--- config.mk ---
export PLATFORM = sky130hd
export DESIGN_NAME = validador_pecas
export DESIGN_NICKNAME = d
export VERILOG_FILES = /design/src/rtl/validador_pecas.sv
export SDC_FILE = /design/constraint.sdc
export NUM_CORES = 1
export LEC_CHECK = 0
export ABC_CLOCK_PERIOD_IN_PS = 4700
export BUFFER_PORTS_ARGS = -buffer_cell sky130_fd_sc_hd__buf_4
export CAP_MARGIN = 15
export CORE_ASPECT_RATIO = 0.8
export CORE_MARGIN = 1.5
export CORE_UTILIZATION = 45
export CTS_CLUSTER_SIZE = 14
export DETAILED_ROUTE_END_ITERATION = 12
export GPL_TIMING_DRIVEN = 0
export PLACE_DENSITY = 0.66
export RECOVER_POWER = 100
export SLEW_MARGIN = 10
export SYNTH_ARGS = -nofsm -noshare
export SYNTH_HDL_FRONTEND = slang
export SYNTH_SLANG_ARGS = --single-unit
--- constraint.sdc ---
create_clock -name clk -period 4.7 [get_ports clk]
set_input_delay 0.94 -clock clk [delete_from_list [all_inputs] [get_ports clk]]
set_output_delay 0.94 -clock clk [all_outputs]
set_load 0.01 [all_outputs]
--- src/rtl/validador_pecas.sv ---
// Piece-placement validator: checks a requested piece against the player's board one cell
// per clock, then stores accepted pieces on command. `VALIDADOR_CONTADOR_EN adds per-player cell counters.
module validador_pecas #(
  parameter int LADO  = 8,
  parameter int N_MAX = 5
) (
  input  logic       clk,
  input  logic       reset,
  input  logic       valida,
  input  logic       grava,
  input  logic       jogador,
  input  logic [2:0] tipo,
  input  logic [3:0] X1,
  input  logic [3:0] Y1,
  input  logic       direcao,
  input  logic [2:0] orientacao,
  output logic       conflito,
  output logic       done,
  output logic       gravado,
  output logic       busy,
  input  logic       rd_jogador,
  input  logic [3:0] rd_x,
  input  logic [3:0] rd_y,
  output logic       rd_ocupado
`ifdef VALIDADOR_CONTADOR_EN
  ,
  output logic [6:0] celulas_j0,
  output logic [6:0] celulas_j1,
  output logic [1:0] frota_completa
`endif
);

  localparam int NB = LADO * LADO;
  localparam int BW = $clog2(NB);
  localparam int IW = $clog2(N_MAX);
  localparam logic signed [4:0] LADO_S = 5'(LADO);
  localparam logic [3:0]        LADO_U = 4'(LADO);

  typedef enum logic [1:0] {ST_IDLE, ST_CHECK, ST_RESULT, ST_WRITE} state_t;

  state_t state, state_n;

  logic          valida_q;
  logic          jog_l, dir_l;
  logic [2:0]    tipo_l, ori_l;
  logic [3:0]    x_l, y_l;
  logic [IW-1:0] idx, idx_n, n_last;
  logic          conf_ck, conf_ck_n;
  logic          pendente, pendente_n;
  logic          conflito_n, done_n, gravado_n;
  logic          latch, wr;
  logic [1:0][NB-1:0] boards;

  logic signed [4:0] dx, dy, cx, cy;
  logic [1:0]        ori_eff;
  logic              in_range, occ, bad;
  logic [BW-1:0]     cell_bit;

  logic              rd_in;
  logic [BW-1:0]     rd_bit;

  // Offset of cell idx relative to the anchor for the latched piece.
  // NOTE: every always_comb output gets a default first so no path can infer a latch.
  always_comb begin
    dx      = '0;
    dy      = '0;
    ori_eff = ori_l[2] ? 2'd0 : ori_l[1:0];
    if (tipo_l == 3'd2) begin
      if (idx == IW'(1)) begin
        dx = (ori_eff == 2'd3) ? -5'sd1 : 5'sd1;
        dy = (ori_eff == 2'd1) ? -5'sd1 : 5'sd1;
      end else if (idx == IW'(2)) begin
        if (ori_eff[1]) dy = 5'sd2;
        else            dx = 5'sd2;
      end
    end else if (dir_l) begin
      dy = 5'(idx);
    end else begin
      dx = 5'(idx);
    end
  end

  assign cx       = $signed({1'b0, x_l}) + dx;
  assign cy       = $signed({1'b0, y_l}) + dy;
  assign in_range = (cx >= 5'sd1) && (cx <= LADO_S) && (cy >= 5'sd1) && (cy <= LADO_S);
  assign cell_bit = BW'((32'(cy[3:0]) - 32'd1) * 32'(LADO) + (32'(cx[3:0]) - 32'd1));
  assign occ      = boards[jog_l][cell_bit];
  assign bad      = (tipo_l > 3'd4) || !in_range || occ;
  assign n_last   = IW'(tipo_l);

  always_comb begin
    state_n    = state;
    idx_n      = idx;
    conf_ck_n  = conf_ck;
    pendente_n = pendente;
    conflito_n = conflito;
    done_n     = 1'b0;
    gravado_n  = 1'b0;
    latch      = 1'b0;
    wr         = 1'b0;
    case (state)
      ST_IDLE: begin
        // A store beats a simultaneous request edge; that edge is simply lost.
        if (grava && pendente) begin
          state_n = ST_WRITE;
          idx_n   = '0;
        end else if (valida && !valida_q) begin
          latch      = 1'b1;
          pendente_n = 1'b0;
          idx_n      = '0;
          state_n    = ST_CHECK;
        end
      end
      ST_CHECK: begin
        if (bad) begin
          conf_ck_n = 1'b1;
          state_n   = ST_RESULT;
        end else if (idx == n_last) begin
          conf_ck_n = 1'b0;
          state_n   = ST_RESULT;
        end else begin
          idx_n = idx + IW'(1);
        end
      end
      ST_RESULT: begin
        conflito_n = conf_ck;
        done_n     = 1'b1;
        pendente_n = !conf_ck;
        state_n    = ST_IDLE;
      end
      ST_WRITE: begin
        wr = 1'b1;
        if (idx == n_last) begin
          gravado_n  = 1'b1;
          pendente_n = 1'b0;
          state_n    = ST_IDLE;
        end else begin
          idx_n = idx + IW'(1);
        end
      end
      default: state_n = ST_IDLE;
    endcase
  end

  // NOTE: sequential state uses non-blocking assignments only, so every flop samples pre-edge values.
  always_ff @(posedge clk or negedge reset) begin
    if (!reset) begin
      state    <= ST_IDLE;
      valida_q <= 1'b0;
      jog_l    <= 1'b0;
      dir_l    <= 1'b0;
      tipo_l   <= '0;
      ori_l    <= '0;
      x_l      <= '0;
      y_l      <= '0;
      idx      <= '0;
      conf_ck  <= 1'b0;
      pendente <= 1'b0;
      conflito <= 1'b0;
      done     <= 1'b0;
      gravado  <= 1'b0;
      // NOTE: the boards are plain flops, not a RAM, so clearing them on reset is cheap and
      // guarantees an aborted write leaves nothing behind.
      boards   <= '0;
    end else begin
      state    <= state_n;
      valida_q <= valida;
      idx      <= idx_n;
      conf_ck  <= conf_ck_n;
      pendente <= pendente_n;
      conflito <= conflito_n;
      done     <= done_n;
      gravado  <= gravado_n;
      if (latch) begin
        jog_l  <= jogador;
        dir_l  <= direcao;
        tipo_l <= tipo;
        ori_l  <= orientacao;
        x_l    <= X1;
        y_l    <= Y1;
      end
      if (wr) boards[jog_l][cell_bit] <= 1'b1;
    end
  end

  assign busy = (state == ST_CHECK) || (state == ST_WRITE);

  assign rd_in      = (rd_x >= 4'd1) && (rd_x <= LADO_U) && (rd_y >= 4'd1) && (rd_y <= LADO_U);
  assign rd_bit     = BW'((32'(rd_y) - 32'd1) * 32'(LADO) + (32'(rd_x) - 32'd1));
  assign rd_ocupado = rd_in & boards[rd_jogador][rd_bit];

`ifdef VALIDADOR_CONTADOR_EN
  always_ff @(posedge clk or negedge reset) begin
    if (!reset) begin
      celulas_j0 <= '0;
      celulas_j1 <= '0;
    end else if (wr) begin
      if (jog_l) celulas_j1 <= celulas_j1 + 7'd1;
      else       celulas_j0 <= celulas_j0 + 7'd1;
    end
  end

  // A full fleet is 5 submarines, 2 cruisers, 2 seaplanes, 1 battleship, 1 carrier = 24 cells.
  assign frota_completa = {celulas_j1 == 7'd24, celulas_j0 == 7'd24};
`endif

endmodule

==> results by stage <==
Routing:
- The number of routed nets with antenna violations is 0.
- In the routed design, unresolved DRC markers number 0.
- The count of routing violations after the opening detailed-route iteration is 530.
- Summed over all layers, the routed wires come to 23910 um.
- The routed length per placed instance is 24.65 um.
- For this block, the via count after detailed routing is 6115.
- For this run, the detailed router's first-pass iteration total came to 5.
- Dividing the detail-routed via count by the number of cells gives 6.304.

Timing:
- The maximum clock rate is 192.9 MHz.
- The pin slew with the least headroom to its limit is 2.240 ns.
- The final period utilization is 110.3%.
- For the final database, setup skew stands at 0.01265 ns.
- The final count of negative-setup-slack endpoints is 105.
- The smallest setup slack after layout is -0.4837 ns.
- The worst hold margin is 0.4731 ns.
- Setup repair after global routing could not meet its margin everywhere.
- The shortest period the worst path allows is 5.184 ns.
- Headroom to the max-slew limit came out at -49.34%.
- The max-slew violation count was 158.
- The number of hold-slack violations in the final timing report came to 0.

Global route:
- The global-route total usage across every layer is 25.65%.
- Global routing finished with a remaining overflow of 0.
- The wire length of the first global-routing pass is 36870 um.
- The via count of the first global-routing pass was 6207.
- The number of antenna violations at the first check in global routing is 0.
- Entering global routing, the biggest net connects 117 pins.

Die:
- The number of cell rows is 44.
- The die area is 0.01987 mm2.
- The horizontal die dimension is 157.2 um.
- The number of placed I/O pins is 34.
- The starting utilization of the core area is 46.58%.
- The region available for standard cell placement spans 0.01839 mm2.
- The die is 126.4 um tall.

Job:
- The max-capacitance violation count is 2.

Synthesis:
- The number of synthesized register bits is 155.
- In this run the cell area of the synthesized design comes to 0.008564 mm2.
- The total nets after synthesis is 687.
- The count of flip-flops with a built-in enable after synthesis is 0.
- The count of unique library cells instantiated by Yosys is 54.
- The top flip-flop cell by instance count after synthesis is sky130_fd_sc_hd__dfrtp_1.
- The number of warnings issued by yosys is 0.
- For this run, asynchronously set or reset flops after synthesis account for 100.0%.
- Sequential elements use 45.29% of the synthesized area.
- The cell count after synthesis is 631.
- The average cell area after synthesis is 13.57 um2.

Final layout:
- After the last flow step, the layout net total stands at 762.
- Counting the fill cells in the layout gives 1522.
- The area growth from synthesis to layout is 19.66%.
- Of the cells placed in the final design, the portion with a size suffix greater than 1 is 35.29%.
- The count of antenna diodes in the layout is 0.

Place:
- The quantity of I/O buffers inserted on ports is 33.
- The setup slack after placement is -0.9530 ns.
- The half-perimeter wire length after placement is 16230 um.
- The congestion estimate from routability-driven global placement came to 0.8401.

CTS:
- The insertion delay to the later sink of the worst-skew pair is 0.44 ns.
- The library cell used as clock root buffer is sky130_fd_sc_hd__clkbuf_16.
- The CTS tree is done.
- In this run the number of H-tree levels came out at 4.
- Clock-pin slew was measured on the worst setup and hold paths at 0.07 ns.
- The total number of clock tree sinks is 155.
- The total of hold buffers inserted after clock tree synthesis is 0.
- The total clock buffers created by CTS is 17.
- The maximum buffer depth of the clock tree is 2.

Hold path:
- The worst hold-check path type is reg2reg.

Critical path:
- STA classifies the critical path startpoint as a register.
- Of all nets on the critical path, the largest fanout is 10.
- For the worst setup path, the data arrival time is 5.51 ns.
- The critical path capture point type is a register.
- Data on the critical path is required at its endpoint by 5.02 ns.
- The type of the worst setup path is reg2reg.

Run status:
- The run finished, with violations left.
- The final reports fail on capacitance limit, slew limit, setup timing.
==> placed cells by master, fill, tap and decap left out, types with 3 or more instances in the layout <==
| cell type | n |
|---|---|
| sky130_fd_sc_hd__nand3_1 | 5 |
| sky130_fd_sc_hd__mux4_2 | 80 |
| sky130_fd_sc_hd__nor2_1 | 18 |
| sky130_fd_sc_hd__xor2_1 | 4 |
| sky130_fd_sc_hd__o21ai_0 | 6 |
| sky130_fd_sc_hd__buf_4 | 52 |
| sky130_fd_sc_hd__nand2_1 | 15 |
| sky130_fd_sc_hd__a21o_1 | 137 |
| sky130_fd_sc_hd__nand4_1 | 3 |
| sky130_fd_sc_hd__mux2_2 | 19 |
| sky130_fd_sc_hd__mux2i_1 | 8 |
| sky130_fd_sc_hd__ha_1 | 20 |
| sky130_fd_sc_hd__nand2b_1 | 8 |
| sky130_fd_sc_hd__nor3_2 | 8 |
| sky130_fd_sc_hd__clkbuf_16 | 17 |
| sky130_fd_sc_hd__a221o_1 | 3 |
| sky130_fd_sc_hd__nor3_1 | 5 |
| sky130_fd_sc_hd__dfrtp_1 | 153 |
| sky130_fd_sc_hd__ha_4 | 3 |
| sky130_fd_sc_hd__buf_2 | 12 |
| sky130_fd_sc_hd__and3_2 | 4 |
| sky130_fd_sc_hd__a21oi_1 | 7 |
| sky130_fd_sc_hd__buf_6 | 10 |
| sky130_fd_sc_hd__xnor2_1 | 8 |
| sky130_fd_sc_hd__clkbuf_1 | 18 |
| sky130_fd_sc_hd__bufinv_16 | 5 |
| sky130_fd_sc_hd__clkbuf_8 | 3 |
| sky130_fd_sc_hd__nor2b_1 | 4 |
| sky130_fd_sc_hd__inv_1 | 14 |
==> cells by family (layout without fill, tap and decap cells) <==
kind of cell             Yosys count  after routing  synth area share (%)
AO/OA/AOI/OAI                    174            174                 15.19
XOR/XNOR                          16             16                 1.797
adder cells (fa/ha/maj)           27             27                 4.295
buffers and inverters             57            143                 3.024
flip-flops                       155            155                 45.29
multiplexers                     109            109                 24.70
AND/OR/NAND/NOR                   93             93                 5.698
==> state kept, by name, indices dropped and copies added, names as in the netlist, 2 cells and up <==
signal,flops
ori_l,3
boards,128
x_l,4
n_last,3
state,2
idx,3
y_l,4
==> what timing repair did <==
action,4_1_cts,5_1_grt
cloned,0,1
setup endpoints to repair,135,135
resized for setup,39,17
pin swaps,16,12
buffers inserted,18,6
==> path summary, 6_finish.rpt <==
check                               to  cells after the start  slack [ns]         from
max                           state[0]                     20       -0.48    n_last[2]
min                        boards[121]                      1        0.47  boards[121]
max reg2reg                   state[0]                     20       -0.48    n_last[2]
min reg2reg                boards[121]                      1        0.47  boards[121]
max in group asynchronous  boards[118]                      2        0.81        reset
min in group asynchronous       x_l[1]                      1        1.16        reset
==> layer usage <==
layer,global-route usage [%],vias up,wire (um)
li1,-,2562,-
met5,0,-,0
met2,38.17,265,11110
met3,7.140,38,2093
met1,36.79,3250,10270
met4,7.658,0,444
==> layout make-up <==
type | instances | area, um2 | share of cell area, %
clock inverter | 8 | 167.7 | 1.636
timing repair buffer | 63 | 485.5 | 4.737
tap | 253 | 316.6 | 3.089
inverter | 17 | 67.56 | 0.6593
multi-input combinational | 419 | 4648 | 45.35
clock buffer | 22 | 454.2 | 4.432
buffer | 33 | 227.7 | 2.222
sequential | 155 | 3881 | 37.87
==> worst max-delay path, stage by stage, from the launching register on <==
cell,delay [ns]
sky130_fd_sc_hd__dfrtp_1,0.39
sky130_fd_sc_hd__or3b_4,0.44
sky130_fd_sc_hd__nor4b_2,0.33
sky130_fd_sc_hd__a221o_1,0.31
sky130_fd_sc_hd__buf_4,0.15
sky130_fd_sc_hd__ha_4,0.20
sky130_fd_sc_hd__a21o_1,0.21
sky130_fd_sc_hd__a21oi_2,0.19
sky130_fd_sc_hd__xnor2_2,0.11
sky130_fd_sc_hd__xor2_1,0.17
sky130_fd_sc_hd__ha_1,0.23
sky130_fd_sc_hd__fa_2,0.40
sky130_fd_sc_hd__xor2_2,0.16
sky130_fd_sc_hd__xnor2_1,0.25
sky130_fd_sc_hd__o2111ai_2,0.20
sky130_fd_sc_hd__and2_4,0.21
sky130_fd_sc_hd__buf_8,0.14
sky130_fd_sc_hd__a311o_1,0.28
sky130_fd_sc_hd__o211a_4,0.16
sky130_fd_sc_hd__o31a_1,0.30
sky130_fd_sc_hd__or2_1,0.22
==> cell usage after synthesis, drive strengths merged, types with 2 or more instances <==
library cell,count,area share (%)
dfrtp,155,45
a21o,137,12
mux4,80,21
buf,25,1.6
ha,23,3.4
mux2,19,2.5
nor2,19,0.83
inv,16,0.70
nand2,16,0.70
clkbuf,15,0.66
nor3,15,0.88
mux2i,10,1.2
a21oi,9,0.53
xnor2,9,0.92
nand2b,8,0.58
o21ai,7,0.41
nor2b,6,0.44
xor2,6,0.61
nand3,5,0.29
and2,4,0.29
and3,4,0.29
fa,4,0.94
or2,4,0.29
a221o,3,0.35
nand4,3,0.22
a2111oi,2,0.22
a211oi,2,0.23
nand4b,2,0.20
o2111ai,2,0.20
o211ai,2,0.18
or3,2,0.15
or3b,2,0.20
==> through the flow <==
stage | instances | area [um2] | utilization [%] | setup TNS [ns]
6_report | 970 | 10250 | 55.74 | -23.75
4_1_cts | 963 | 10190 | 55.40 | -19.34
2_1_floorplan | 631 | 8613 | - | -0.2410
3_5_place_dp | 922 | 9278 | 50.46 | -73.39
3_3_place_gp | 917 | 9178 | 49.91 | -67.43
5_1_grt | 970 | 10250 | 55.74 | -44.88
Power is not shown: default switching activity piles up to over one toggle a cycle in this logic, so the estimate is an artifact.
